===== src/rtl/serial_sub_pkg.sv =====
// Shared definitions for the bit-serial subtractor: FSM state encoding and
// the default operand width.
package serial_sub_pkg;

  localparam int DEFAULT_WIDTH = 4;

  typedef enum logic [1:0] {
    IDLE  = 2'd0,
    SHIFT = 2'd1,
    DONE  = 2'd2
  } state_e;

endpackage


===== src/rtl/full_subtractor.sv =====
// One-bit full subtractor: d = a - b - bin, bout set when the bit underflows.
module full_subtractor (
  input  logic a,
  input  logic b,
  input  logic bin,
  output logic d,
  output logic bout
);

  // Difference bit and borrow out for a single bit position.
  always_comb begin
    d    = a ^ b ^ bin;
    bout = (~a & b) | (~(a ^ b) & bin);
  end

endmodule


===== src/rtl/serial_subtractor.sv =====
// Bit-serial unsigned subtractor. Accepts an operand pair in IDLE, processes
// one bit per cycle LSB first in SHIFT, and presents {borrow_out, diff} in
// DONE until the consumer takes it.
//
// Handshake: a transfer happens on a rising edge where valid && ready are both
// high; valid never depends on ready, and a presented result stays stable
// until it is taken.
module serial_subtractor
  import serial_sub_pkg::*;
#(
  parameter int WIDTH = DEFAULT_WIDTH
) (
  input  logic             clk,
  input  logic             rst,
  input  logic             in_valid,
  output logic             in_ready,
  input  logic [WIDTH-1:0] operand_a,
  input  logic [WIDTH-1:0] operand_b,
  output logic             out_valid,
  input  logic             out_ready,
  output logic [WIDTH-1:0] diff,
  output logic             borrow_out,
  output state_e           state_dbg
);

  localparam int CNT_W = $clog2(WIDTH);

  state_e             state_q, state_d;
  logic [WIDTH-1:0]   a_q, a_d;
  logic [WIDTH-1:0]   b_q, b_d;
  logic [WIDTH-1:0]   diff_sh_q, diff_sh_d;  // result under construction
  logic [WIDTH-1:0]   diff_q, diff_d;        // last completed result
  logic               borrow_out_q, borrow_out_d;
  logic               br_q, br_d;            // running borrow between bits
  logic [CNT_W-1:0]   cnt_q, cnt_d;

  logic fs_d;
  logic fs_bout;
  logic last_bit;

  full_subtractor u_fs (
    .a    (a_q[0]),
    .b    (b_q[0]),
    .bin  (br_q),
    .d    (fs_d),
    .bout (fs_bout)
  );

  assign last_bit = (cnt_q == CNT_W'(WIDTH - 1));

  // FSM state register; reset abandons any operation in flight.
  always_ff @(posedge clk or posedge rst) begin
    if (rst) begin
      state_q <= IDLE;
    end else begin
      state_q <= state_d;
    end
  end

  // FSM next-state: accept in IDLE, run WIDTH bit steps, wait for the consumer.
  always_comb begin
    state_d = state_q;
    case (state_q)
      IDLE:    if (in_valid)  state_d = SHIFT;
      SHIFT:   if (last_bit)  state_d = DONE;
      DONE:    if (out_ready) state_d = IDLE;
      default:                state_d = IDLE;
    endcase
  end

  // FSM outputs: ready only while idle, valid only while a result is held.
  always_comb begin
    in_ready  = (state_q == IDLE);
    out_valid = (state_q == DONE);
    state_dbg = state_q;
  end

  // Datapath next-state: load on accept, shift one bit per SHIFT cycle, and
  // publish the result only on the final bit so diff never shows a partial value.
  always_comb begin
    a_d          = a_q;
    b_d          = b_q;
    diff_sh_d    = diff_sh_q;
    diff_d       = diff_q;
    borrow_out_d = borrow_out_q;
    br_d         = br_q;
    cnt_d        = cnt_q;
    if (state_q == IDLE && in_valid) begin
      a_d   = operand_a;
      b_d   = operand_b;
      br_d  = 1'b0;
      cnt_d = '0;
    end else if (state_q == SHIFT) begin
      a_d       = a_q >> 1;
      b_d       = b_q >> 1;
      br_d      = fs_bout;
      cnt_d     = cnt_q + CNT_W'(1);
      diff_sh_d = {fs_d, diff_sh_q[WIDTH-1:1]};
      if (last_bit) begin
        diff_d       = {fs_d, diff_sh_q[WIDTH-1:1]};
        borrow_out_d = fs_bout;
      end
    end
  end

  // Datapath registers.
  always_ff @(posedge clk or posedge rst) begin
    if (rst) begin
      a_q          <= '0;
      b_q          <= '0;
      diff_sh_q    <= '0;
      diff_q       <= '0;
      borrow_out_q <= 1'b0;
      br_q         <= 1'b0;
      cnt_q        <= '0;
    end else begin
      a_q          <= a_d;
      b_q          <= b_d;
      diff_sh_q    <= diff_sh_d;
      diff_q       <= diff_d;
      borrow_out_q <= borrow_out_d;
      br_q         <= br_d;
      cnt_q        <= cnt_d;
    end
  end

  assign diff       = diff_q;
  assign borrow_out = borrow_out_q;

endmodule


===== config.mk =====
export PLATFORM = sky130hd
export DESIGN_NAME = serial_subtractor
export DESIGN_NICKNAME = d
export VERILOG_FILES = /design/src/rtl/serial_sub_pkg.sv /design/src/rtl/full_subtractor.sv /design/src/rtl/serial_subtractor.sv
export SDC_FILE = /design/constraint.sdc
export NUM_CORES = 1
export LEC_CHECK = 0
export ABC_AREA = 1
export BUFFER_PORTS_ARGS = -buffer_cell sky130_fd_sc_hd__buf_2
export CORE_MARGIN = 8
export CORE_UTILIZATION = 45
export CTS_BUF_LIST = sky130_fd_sc_hd__clkbuf_4
export DETAILED_ROUTE_END_ITERATION = 10
export PLACE_DENSITY_LB_ADDON = 0.08
export SLEW_MARGIN = 20
export SYNTH_ARGS = -nofsm -noshare
export SYNTH_HDL_FRONTEND = slang
export SYNTH_HIERARCHICAL = 1
export SYNTH_SLANG_ARGS = --single-unit

===== constraint.sdc =====
create_clock -name clk -period 2.5 [get_ports clk]
set_input_delay 0.125 -clock clk [delete_from_list [all_inputs] [get_ports clk]]
set_output_delay 0.125 -clock clk [all_outputs]
set_load 0.05 [all_outputs]

# Word-level counts from Yosys, hierarchy flattened
# Cells that the tools add are included.
# word_totals
ff_bits	22
input_bits	12
output_inout_bits	9
word_cells	41
# classes
addsub	1
eq_ne	6
mux	12
bitwise_logic	8
n_reduce_logical	6
# op_table
op	n
4-bit two-way mux	4
2-bit two-way mux	5
2-bit case mux with 3 select lines	1
3-bit AND reduction	2
2-bit equality test, second input constant	2
2-bit != test, second input constant	2
1-bit NOT	3
2-bit by 1-bit adder with 2-bit output, second input constant	1
1-bit AND	2
2-bit by 1-bit equality test with 1-bit output, second input constant	1
2-bit logical NOT	1
1-bit two-way mux	2
2-bit by 1-bit != test with 1-bit output, second input constant	1
2-bit AND reduction	1
2-bit nonzero test	1
1-bit bitwise XOR	2
1-bit logical AND	1
1-bit OR	1

# Longest topological paths before layout
# Gate-level depths: netlist of the first run.
# depth
word_depth	6
depth_mapped	5
depth_no_buf	5

# Cells and area by module
# The synthesis of the first run kept the hierarchy.
# by_module_without_submodules
mod	n_inst	cells_each	area_per_inst_um2	seq_area_each_um2
serial_subtractor	1	100	874.6	525.5
full_subtractor	1	4	31.3	0.0

# Least setup slack after synthesis of the first run
# OpenSTA, ideal clock, no wires.
# synth_timing
path_kind	register -> output
startpoint	register state_q[1] (netlist: state_dbg[1])
endpoint	output out_valid
arrival_ns	1.496
t_required_ns	2.375
path_slack_ns	0.879
path_stages_with_launch	3
path_buffers	0
path_cell_list	dfrtp_1 -> inv_1 -> nor2_1
# synth_between
elab_chain_cells	1
# synth_rtl
item	line_no	text
start, declared	serial_subtractor.sv:28	state_e state_q, state_d;
start signal, assigned	serial_subtractor.sv:56	state_q <= state_d;
2-bit equality test	serial_subtractor.sv:74	out_valid = (state_q == DONE);
end, declared	serial_subtractor.sv:19	output logic out_valid,
# No other way between the ends.

# Final worst setup path of the first run
# layout_timing
startpoint	register state_q[0] (netlist: state_dbg[0])
endpoint	output in_ready
# layout_between
elab_chain_cells	1
# layout_rtl
item	line_no	text
2-bit logical NOT	serial_subtractor.sv:73	in_ready = (state_q == IDLE);
end, declared	serial_subtractor.sv:16	output logic in_ready,
# No other way between the ends.

==> metrics.log, run 1 <==
INFO  metric status = complete, no violations
INFO  metric dp_hpwl = approximately 1300 um
INFO  metric synth_cells = about 100
INFO  metric worst_ep_arrival_time = 1460 ps
INFO  metric post_dp_cell_area = approximately 1000 um2
INFO  metric max_slew_margin = a little under half
INFO  metric core_region_area = 1920 um2
INFO  metric detail_route.first_pass.iterations = 4
INFO  metric hold_path_depth = 3
INFO  metric worstSetupStartpoint = state_dbg[0]
INFO  metric timing.critical_path.cells = nor2_2, buf_2
INFO  metric antenna_cells = 0
INFO  metric layout-area-overhead-vs-synth = 17.8%
INFO  metric cp_slowest_stage_delay = 460 ps
INFO  metric final-instance-count-excl-fill = 154
INFO  metric final_layout_size_suffix_gt1_share = 21.3%
INFO  metric fin_setup_tns = 0 ps
INFO  metric fill_cells = 199
INFO  metric timing.setup.critical_path_class = flip-flop to primary output
INFO  metric crit_path_cell_count = 2
INFO  metric route.detailed.vias_per_inst = 4.63
INFO  metric grt_first_pass_wirelength = 2980 um
INFO  metric seq_cells_post_synth = 21
INFO  metric floorplan.die_area = 3700 um2
INFO  metric worst_path_dominant_cell_family = flip-flops
INFO  metric grt_max_degree = 22
INFO  metric htreeDepth = 1
INFO  metric die_height = 60.9 um
INFO  metric detailroute.via_count = 713
INFO  metric final_nets = roughly 140
INFO  metric worst_hold_startpoint = operand_b[3]
INFO  metric place.detailed.instances = between 100 and 150
INFO  metric final-seq-area = roughly 530 um2
INFO  metric synth.yosys.seq_area_share = 58.0%
INFO  metric critical_path.startpoint_type = flip-flop
INFO  metric timing_worst_slew_pin_value = 797 ps
INFO  metric final_setup_skew = 9.00 ps
INFO  metric boundaryPins = 21
INFO  metric cts.root.buffer_cell = clkbuf_4
INFO  metric postLayoutCellArea = 1070 um2
INFO  metric leakage = 0.585 nW
INFO  metric vias_in_the_first_global_route = 715
INFO  metric synth-warning-count = 6
INFO  metric cts_max_path_buffers = 2
INFO  metric netlist_area = slightly above 900 um2
INFO  metric die-width = around 61 um
INFO  metric cp_max_fo = 10
INFO  metric initial_core_util = between 40% and 50%
INFO  metric maxClockFrequency = 0.633 GHz
INFO  metric antenna_found_initial = 0
INFO  metric drc_violation_total_after_the_first_tritonroute_iteration = 16
INFO  metric vdd_ir_drop_max = slightly below 0.0008 V
INFO  metric timing.hold.worst.class = primary input to flip-flop
INFO  metric hold_slack = 41.2 ps
INFO  metric global_route.usage.total = 10.8%
INFO  metric numClockSinks = 21
INFO  metric tritoncts_clock_tree = built
INFO  metric timing.critical_path.slowest_stage_cell = dfrtp_1
INFO  metric logic_depth_of_the_worst_register_to_register_path = 5
INFO  metric maxSlewViolCount = 0
INFO  metric final.period_utilization = a little over three fifths
INFO  metric worstSetupEndpointType = primary output
INFO  metric buffer_ports.inserted = 20
INFO  metric setup_violations = 0
INFO  metric core.rowCount = 16
INFO  metric period_minus_slack = 1580 ps
INFO  metric timing.critical_path.required = 2380 ps
INFO  metric clk_transition_reported_paths = 120 ps
INFO  metric detail-route-antenna-nets = 0
INFO  metric routabilityCongestion = 0.712
INFO  metric routedWlPerCell = 11.4 um
INFO  metric pre_cts_slack = 1140 ps
INFO  metric postRouteWirelength = 1760 um
INFO  metric grt_overflow = 0
INFO  metric crit-reg2reg-launch = state_dbg[0]
INFO  metric grt_setup_unrepaired = false
INFO  metric numCtsBuffers = 3
INFO  metric setup_slack = 919 ps
INFO  metric max_cap_violations = 0
INFO  metric worst_skew_pair.late_latency = 310 ps
INFO  metric multi_input_area = 330 um2
INFO  metric synth_area_per_cell = 8.71 um2
INFO  metric syn-num-nets = 118
INFO  metric critPathBufInv = 1
INFO  metric hold_viol_final = 0
INFO  metric yosysUniqueCellTypes = 13
INFO  metric p_per_area = 1320 nW/um2
INFO  metric drc = 0
INFO  metric post-cts-setup-buffers = 0
-- final timing paths --
path                            endpoint  slack (ps)
worst max register to register   diff[0]        1130
worst min register to register   diff[1]         480
max in group asynchronous        diff[1]        1500
worst max-delay path            in_ready         920
min in group asynchronous           br_q         490
worst min-delay path              b_q[3]          40
-- cell usage in the layout (no fill, tap or decap), drive strengths merged --
cell and n:
nor2 4, o21ai 5, dlygate4sd3 2, clkinv 1
nand3 14, ha 1, buf 20, inv 8
clkbuf 3, nand2 46, fa 1, dfrtp 21
o31ai 1
-- sequential cells by signal, summed over array words and instances (netlist names) --
register and cells:
a_q 4, b_q 4, diff 4, diff_sh_q 3
cnt_q 2, state_dbg 2, borrow_out 1, br_q 1
-- worst min-delay path, stage by stage --
cell and delay [ps]:
buf_2 70, nand3_1 60, nand2_1 60
-- routing by layer --
| layer | global-route usage (%) | share of wire [%] | up-vias |
|---|---|---|---|
| met4 | 4.98 | 1.3 | 0 |
| met3 | 2.54 | 4.7 | 3 |
| met2 | 19.0 | 48 | 18 |
| li1 | - | - | 374 |
| met1 | 12.0 | 45 | 318 |
| met5 | 0 | 0 | - |
-- per-stage QoR --
step                      power, W  util (%)
after global routing       0.00154      55.5
after global placement     0.00126      53.1
after detailed placement   0.00127      53.1
after floorplan            0.00112         -
after CTS                  0.00143      55.5
final                      0.00141      55.5
-- repair_timing --
action / 4_1_cts / 5_1_grt
hold buffers: 2 / 0
hold endpoints to repair: 22 / 0
gates resized for setup: 0 / 0
-- synthesized netlist by cell type --
| cell type | n | share of area [%] |
|---|---|---|
| nand2_1 | 46 | 19 |
| dfrtp_1 | 21 | 58 |
| nand3_1 | 14 | 7.7 |
| inv_1 | 8 | 3.3 |
| o21ai_0 | 4 | 2.2 |
| nor2_2 | 3 | 2.1 |
| buf_4 | 2 | 1.7 |
| buf_2 | 1 | 0.55 |
| fa_1 | 1 | 2.2 |
| ha_1 | 1 | 1.4 |
| nor2_1 | 1 | 0.41 |
| o21ai_1 | 1 | 0.55 |
| o31ai_1 | 1 | 0.83 |
-- area by class of cell --
class	instances	share of cell area, %
Multi-Input combinational cell	72	30.9
Tap cell	27	3.17
Timing Repair Buffer	22	11.3
Clock inverter	1	0.469
Sequential cell	21	49.2
Clock buffer	3	2.11
Inverter	8	2.81
-- kinds of logic (layout without fill, tap and decap cells) --
logic type / Yosys count / in the layout / synth area share (%)
AND/OR/NAND/NOR: 64 / 64 / 29.3
AO/OA/AOI/OAI: 6 / 6 / 3.59
buffers and inverters: 11 / 34 / 5.52
adder cells (fa/ha/maj): 2 / 2 / 3.59
flip-flops: 21 / 21 / 58.0
-- where the power goes --
| part | leakage (nW) | total (W) | internal [W] | switching (W) |
|---|---|---|---|---|
| registers | 0.269 | 0.000568 | 0.000482 | 0.0000865 |
| clock network | 0.0177 | 0.000163 | 0.0000598 | 0.000103 |
| logic | 0.299 | 0.000679 | 0.000183 | 0.000496 |
| total | 0.585 | 0.00141 | 0.000724 | 0.000686 |
Note: power is estimated with default switching activity, not from simulation.
==> run 2, diff against run 1 <==
==> constraint.sdc (replaced) <==
create_clock -name clk -period 1.45 [get_ports clk]
set_input_delay 0.0725 -clock clk [delete_from_list [all_inputs] [get_ports clk]]
set_output_delay 0.0725 -clock clk [all_outputs]
set_load 0.05 [all_outputs]
==> metrics.log, run 2 (same netlist as run 1, synthesis figures left out) <==
INFO  metric vias_in_the_first_global_route = 797 (+11%)
INFO  metric endpoint = in_ready
INFO  metric crit_path_cell_count = 3 (+1)
INFO  metric final_nets = 148 (+4.2%)
INFO  metric drc_violation_total_after_the_first_tritonroute_iteration = 16 (unchanged)
INFO  metric worst_flop_to_flop_path_endpoint = b_q[1]
INFO  metric postRouteWirelength = 1810 um (+2.7%)
INFO  metric numCtsBuffers = 3 (unchanged)
INFO  metric detailroute.via_count = 766 (+7.4%)
INFO  metric grt_overflow = 0 (unchanged)
INFO  metric worst_skew_pair.late_latency = 300 ps (about the same)
INFO  metric crit-reg2reg-launch = state_dbg[0]
INFO  metric antenna_found_initial = 0 (unchanged)
INFO  metric die-width = 60.9 um (unchanged)
INFO  metric final_setup_skew = 8.82 ps (-0.182 ps)
INFO  metric maxClockFrequency = between 0.7 and 0.8 GHz
INFO  metric critical_path.startpoint_type = flip-flop
INFO  metric setup_violations = 0 (unchanged)
INFO  metric clk_transition_reported_paths = 110 ps (about the same)
INFO  metric dominant_cell_type_by_count_on_the_critical_path = buf_4
INFO  metric timing_worst_slew_pin_value = 746 ps (-50.9 ps)
INFO  metric post_dp_cell_area = 1050 um2 (+2.9%)
INFO  metric buffer_ports.inserted = 20 (unchanged)
INFO  metric most-common-layout-cells = 46 x nand2_1, 21 x dfrtp_1, 19 x buf_2
INFO  metric worst_path_dominant_cell_family = flip-flops
INFO  metric routedWlPerCell = 11.3 um (-1.2%)
INFO  metric logic_depth_of_the_worst_register_to_register_path = 3 (-2)
INFO  metric worstSetupEndpointType = primary output
INFO  metric dp_hpwl = 1330 um (+5.7%)
INFO  metric postLayoutCellArea = 1120 um2 (+5.4%)
INFO  metric critPathBufInv = 2 (+1)
INFO  metric routabilityCongestion = 0.744 (+4.5%)
INFO  metric core_region_area = 1920 um2 (unchanged)
INFO  metric finalCoreUtilization = 58.5% (+3.0 points)
INFO  metric drc = 0 (unchanged)
INFO  metric use_met3 = 3.39% (+0.85 points)
INFO  metric hold_path_depth = 3 (unchanged)
INFO  metric boundaryPins = 21 (unchanged)
INFO  metric final-instance-count-excl-fill = 160 (+3.9%)
INFO  metric numClockSinks = 21 (unchanged)
INFO  metric final_layout_size_suffix_gt1_share = 23.3% (+2.0 points)
INFO  metric grt_first_pass_wirelength = 3350 um (+13%)
INFO  metric grt_setup_unrepaired = false
INFO  metric period_minus_slack = 1320 ps
INFO  metric core.rowCount = 16 (unchanged)
INFO  metric timing.hold.worst.class = primary input to flip-flop
INFO  metric hold_viol_final = 0 (unchanged)
INFO  metric global_route.usage.total = 12.0% (+1.2 points)
INFO  metric floorplan.die_area = 3700 um2 (unchanged)
INFO  metric place.detailed.instances = 152 (+2.7%)
INFO  metric grt_max_degree = 22 (unchanged)
INFO  metric worstSetupStartpoint = state_dbg[0]
INFO  metric grt_util_met2 = 20.8% (+1.8 points)
INFO  metric die_height = 60.9 um (unchanged)
INFO  metric p_per_area = 2250 nW/um2 (+70%)
INFO  metric htreeDepth = 1 (unchanged)
INFO  metric timing.critical_path.slowest_stage_cell = dfrtp_1
INFO  metric reg2reg_setup_slack = 180 ps (-950 ps)
INFO  metric leakage = 0.615 nW (+5.0%)
INFO  metric cp_max_fo = 6 (-4)
INFO  metric vdd_ir_drop_max = 0.00123 V (+55%)
INFO  metric timing.critical_path.cells = buf_4, nor2_4, buf_4
INFO  metric max_cap_violations = 0 (unchanged)
INFO  metric pre_cts_slack = 236 ps (-900 ps)
INFO  metric timing.setup.critical_path_class = flip-flop to primary output
INFO  metric fin_setup_tns = 0 ps (unchanged)
INFO  metric route.detailed.vias_per_inst = 4.79 (+3.4%)
INFO  metric antenna_cells = 0 (unchanged)
INFO  metric status = complete, no violations
INFO  metric cts_max_path_buffers = 2 (unchanged)
INFO  metric grt_most_used_layer = met2
INFO  metric worst_ep_arrival_time = 1250 ps (-210 ps)
INFO  metric cp_slowest_stage_delay = 400 ps (-60 ps)
INFO  metric layout-area-overhead-vs-synth = 24.2%
INFO  metric initial_core_util = 47.1% (unchanged)
INFO  metric maxSlewViolCount = 0 (unchanged)
INFO  metric detail-route-antenna-nets = 0 (unchanged)
INFO  metric tritoncts_clock_tree = built
INFO  metric setup_slack = 129 ps (-790 ps)
INFO  metric grt_use_met1 = 13.4% (+1.5 points)
INFO  metric detail_route.first_pass.iterations = 4 (unchanged)
INFO  metric final.period_utilization = 91.1%
INFO  metric cts.root.buffer_cell = clkbuf_4
INFO  metric final_common_cell = nand2_1
INFO  metric timing.critical_path.required = 1380 ps (-1000 ps)
INFO  metric max_slew_margin = 49.9% (+3.1 points)
run 2: changes by cell type in the layout (fill, tap and decap cells not counted), sizes merged:
cell	delta
buf	+4
dlygate4sd3	+2
run 2: layout make-up:
cell class	instances	area, um2
clock buffers	3	22.5
clock inverters	1	5.00
fillers	188	797
inverters	8	30.0
multi-input cells	72	335
flip-flops and latches	21	526
well taps	27	33.8
repair buffers	28	173
run 2: what timing repair did:
| item | CTS | global route |
|---|---|---|
| gates resized for setup | 1 | 1 |
| endpoints found under the setup margin | 1 | 1 |
| hold buffers | 4 | 0 |
| setup buffers | 0 | 0 |
| hold endpoints to repair | 24 | 0 |
run 2: worst min-delay path, cell delays in order:
cell	delay, ps
buf_2	80
nand3_1	70
nand2_1	60
run 2: power by group:
part           internal [W]  switching [W]
clock network      0.000103       0.000177
logic              0.000395       0.000894
registers          0.000830       0.000136
total               0.00133        0.00121
run 2: how the worst min path moves through the flow:
| stage | startpoint | endpoint | slack (ps) |
|---|---|---|---|
| 2_1_floorplan | rst | a_q[0] | 50 |
| 3_3_place_gp | rst | borrow_out | 110 |
| 3_5_place_dp | rst | borrow_out | 120 |
| 4_1_cts | operand_a[3] | a_q[3] | 1 |
| 5_1_grt | operand_a[1] | a_q[1] | 2 |
| 6_report | operand_a[3] | a_q[3] | 10 |
run 2: stage by stage:
stage	hold WS, ps	power, W
after global placement	115	0.00223
after floorplan	49.0	0.00194
after CTS	1.25	0.00256
final	9.74	0.00253
after detailed placement	123	0.00225
after global routing	1.51	0.00277
run 2: metal layers:
metal,wire (um),vias to the layer above
met5,0,-
met4,13,0
met3,102,2
met2,905,18
met1,789,362
li1,-,384
==> run 3, diff against run 2 <==
--- a/config.mk
+++ b/config.mk
@@ -11,6 +11,7 @@
 export CORE_UTILIZATION = 45
 export CTS_BUF_LIST = sky130_fd_sc_hd__clkbuf_4
 export DETAILED_ROUTE_END_ITERATION = 10
+export MAX_ROUTING_LAYER = met4
 export PLACE_DENSITY_LB_ADDON = 0.08
 export SLEW_MARGIN = 20
 export SYNTH_ARGS = -nofsm -noshare
==> metrics.log, run 3 (same netlist as run 1, synthesis figures left out) <==
INFO  metric die-width = 60.9 um (unchanged)
INFO  metric grt_max_degree = 22 (unchanged)
INFO  metric worstSetupEndpointType = primary output
INFO  metric grt_overflow = 0 (unchanged)
INFO  metric fill_cells = 188 (unchanged)
INFO  metric worst_ep_arrival_time = 1250 ps (about the same)
INFO  metric timing.hold.worst.class = primary input to flip-flop
INFO  metric die_height = 60.9 um (unchanged)
INFO  metric timing_worst_slew_pin_value = 702 ps (-44.1 ps)
INFO  metric routedWlPerCell = 11.3 um (-0.33%)
INFO  metric post-cts-setup-buffers = 0 (unchanged)
INFO  metric grt_setup_unrepaired = false
INFO  metric antenna_cells = 0 (unchanged)
INFO  metric vias_in_the_first_global_route = 800 (+0.38%)
INFO  metric timing.setup.critical_path_class = flip-flop to primary output
INFO  metric final_nets = 148 (unchanged)
INFO  metric initial_core_util = 47.1% (unchanged)
INFO  metric drc = 0 (unchanged)
INFO  metric numCtsBuffers = 3 (unchanged)
INFO  metric timing.critical_path.slowest_stage_cell = dfrtp_1
INFO  metric period_minus_slack = 1320 ps (+3.42 ps)
INFO  metric routabilityCongestion = 0.753 (+1.3%)
INFO  metric hold_slack = 7.26 ps (-2.48 ps)
INFO  metric maxClockFrequency = 0.755 GHz (-0.26%)
INFO  metric worst_skew_pair.late_latency = 300 ps (about the same)
INFO  metric floorplan.die_area = 3700 um2 (unchanged)
INFO  metric setup_violations = 0 (unchanged)
INFO  metric postRouteWirelength = 1800 um (-0.33%)
INFO  metric cp_slowest_stage_delay = 400 ps (about the same)
INFO  metric p_sw_share = 47.6% (about the same)
INFO  metric power_report.internal_total = 0.00133 W (about the same)
INFO  metric cp_max_fo = 6 (unchanged)
INFO  metric vdd_ir_drop_max = 0.00123 V (-0.32%)
INFO  metric critical_path.startpoint_type = flip-flop
INFO  metric p_per_area = 2250 nW/um2 (about the same)
INFO  metric cts_max_path_buffers = 2 (unchanged)
INFO  metric numClockSinks = 21 (unchanged)
INFO  metric hold_path_depth = 3 (unchanged)
INFO  metric status = complete, no violations
INFO  metric final_common_cell = nand2_1
INFO  metric logic_depth_of_the_worst_register_to_register_path = 3 (unchanged)
INFO  metric final_setup_skew = 7.89 ps (-0.929 ps)
INFO  metric htreeDepth = 1 (unchanged)
INFO  metric worst_path_dominant_cell_family = flip-flops
INFO  metric maxSlewViolCount = 0 (unchanged)
INFO  metric combPwrFrac = 50.7% (about the same)
INFO  metric switching_power = 0.00121 W (about the same)
INFO  metric timing.critical_path.required = 1380 ps (about the same)
INFO  metric power.sequential.fraction = 38.2% (about the same)
INFO  metric final.period_utilization = 91.3% (+0.24 points)
INFO  metric detailroute.via_count = 763 (-0.39%)
INFO  metric dp_hpwl = 1330 um (unchanged)
INFO  metric max_cap_violations = 0 (unchanged)
INFO  metric route.detailed.vias_per_inst = 4.77 (-0.39%)
INFO  metric post_dp_cell_area = 1050 um2 (unchanged)
INFO  metric detail-route-antenna-nets = 0 (unchanged)
INFO  metric dominant_cell_type_by_count_on_the_critical_path = buf_4
INFO  metric pre_cts_slack = 236 ps (unchanged)
INFO  metric leakage = 0.615 nW (unchanged)
INFO  metric detail_route.first_pass.iterations = 4 (unchanged)
INFO  metric hold_viol_final = 0 (unchanged)
INFO  metric crit_path_cell_count = 3 (unchanged)
INFO  metric clk_transition_reported_paths = 110 ps (about the same)
INFO  metric drc_violation_total_after_the_first_tritonroute_iteration = 14 (-2)
INFO  metric clock_power_share = 11.1% (about the same)
INFO  metric final_layout_size_suffix_gt1_share = 23.3% (unchanged)
INFO  metric core.rowCount = 16 (unchanged)
INFO  metric boundaryPins = 21 (unchanged)
INFO  metric timing.critical_path.cells = buf_4, nor2_4, buf_4
INFO  metric core_region_area = 1920 um2 (unchanged)
INFO  metric cts.root.buffer_cell = clkbuf_4
INFO  metric tritoncts_clock_tree = built
INFO  metric critPathBufInv = 2 (unchanged)
INFO  metric grt_first_pass_wirelength = 3350 um (-0.21%)
INFO  metric antenna_found_initial = 0 (unchanged)
INFO  metric max_slew_margin = 52.9% (+3.0 points)
INFO  metric buffer_ports.inserted = 20 (unchanged)
INFO  metric postLayoutCellArea = 1120 um2 (unchanged)
INFO  metric global_route.usage.total = 12.2% (+0.21 points)
INFO  metric layout-area-overhead-vs-synth = 24.2% (unchanged)
INFO  metric most-common-layout-cells = 46 x nand2_1, 21 x dfrtp_1, 19 x buf_2
INFO  metric setup_slack = 125 ps (-3.42 ps)
==> run 3: cell counts in the layout (fill, tap and decap cells not counted) <==
Identical to the previous run, type by type.
==> run 3: through the flow <==
step | total power, W | util (%) | TNS (ps) | std cells
global route | 0.00276 | 58.5 | 0 | 160
finish | 0.00253 | 58.5 | 0 | 160
detailed placement | 0.00225 | 54.6 | 0 | 152
floorplan | 0.00194 | - | -1310 | 104
CTS | 0.00256 | 58.3 | 0 | 160
global placement | 0.00223 | 54.6 | 0 | 152
==> run 3: area by class of cell <==
type                       instances  area, um2  share of cell area [%]
timing repair buffer              28        173                    15.4
clock buffer                       3       22.5                    2.00
inverter                           8       30.0                    2.67
tap                               27       33.8                    3.00
sequential                        21        526                    46.7
multi-input combinational         72        335                    29.8
clock inverter                     1       5.00                   0.445
==> run 3: what timing repair did <==
item                       CTS  global route
resized for setup            1             1
hold endpoints to repair    24             0
gates cloned                 0             0
setup endpoints to repair    1             1
hold buffers                 4             0
pin swaps                    0             0
==> run 3: path summary, 6_finish.rpt <==
check                      slack [ps]          from       end
min in group asynchronous         330           rst   diff[3]
setup reg to reg                  210  state_dbg[0]    b_q[1]
setup / recovery                  130  state_dbg[0]  in_ready
hold / removal                      7  operand_a[3]    a_q[3]
hold reg to reg                   480       diff[1]   diff[1]
max in group asynchronous         900           rst    a_q[3]
==> run 3: worst reg2reg max path: stages, from the launching register on <==
cell and delay (ps):
dfrtp_1 400, o21ai_1 570, nand2_1 130, nand3_1 100
==> run 3: per-layer routing <==
metal	share of wire, %	vias to the layer above	global-route usage [%]
met2	51	17	20.8
met5	0	-	-
met3	4.7	2	2.54
met4	0.78	0	4.98
met1	44	361	13.6
li1	-	383	-
==> run 3: power groups by stage <==
stage	clock network, W	registers (W)	logic (W)
after detailed placement	0	0.000978	0.00128
after floorplan	0	0.00126	0.000679
after global routing	0.000316	0.00100	0.00144
after global placement	0	0.000972	0.00126
after CTS	0.000295	0.000966	0.00130
final	0.000281	0.000966	0.00129
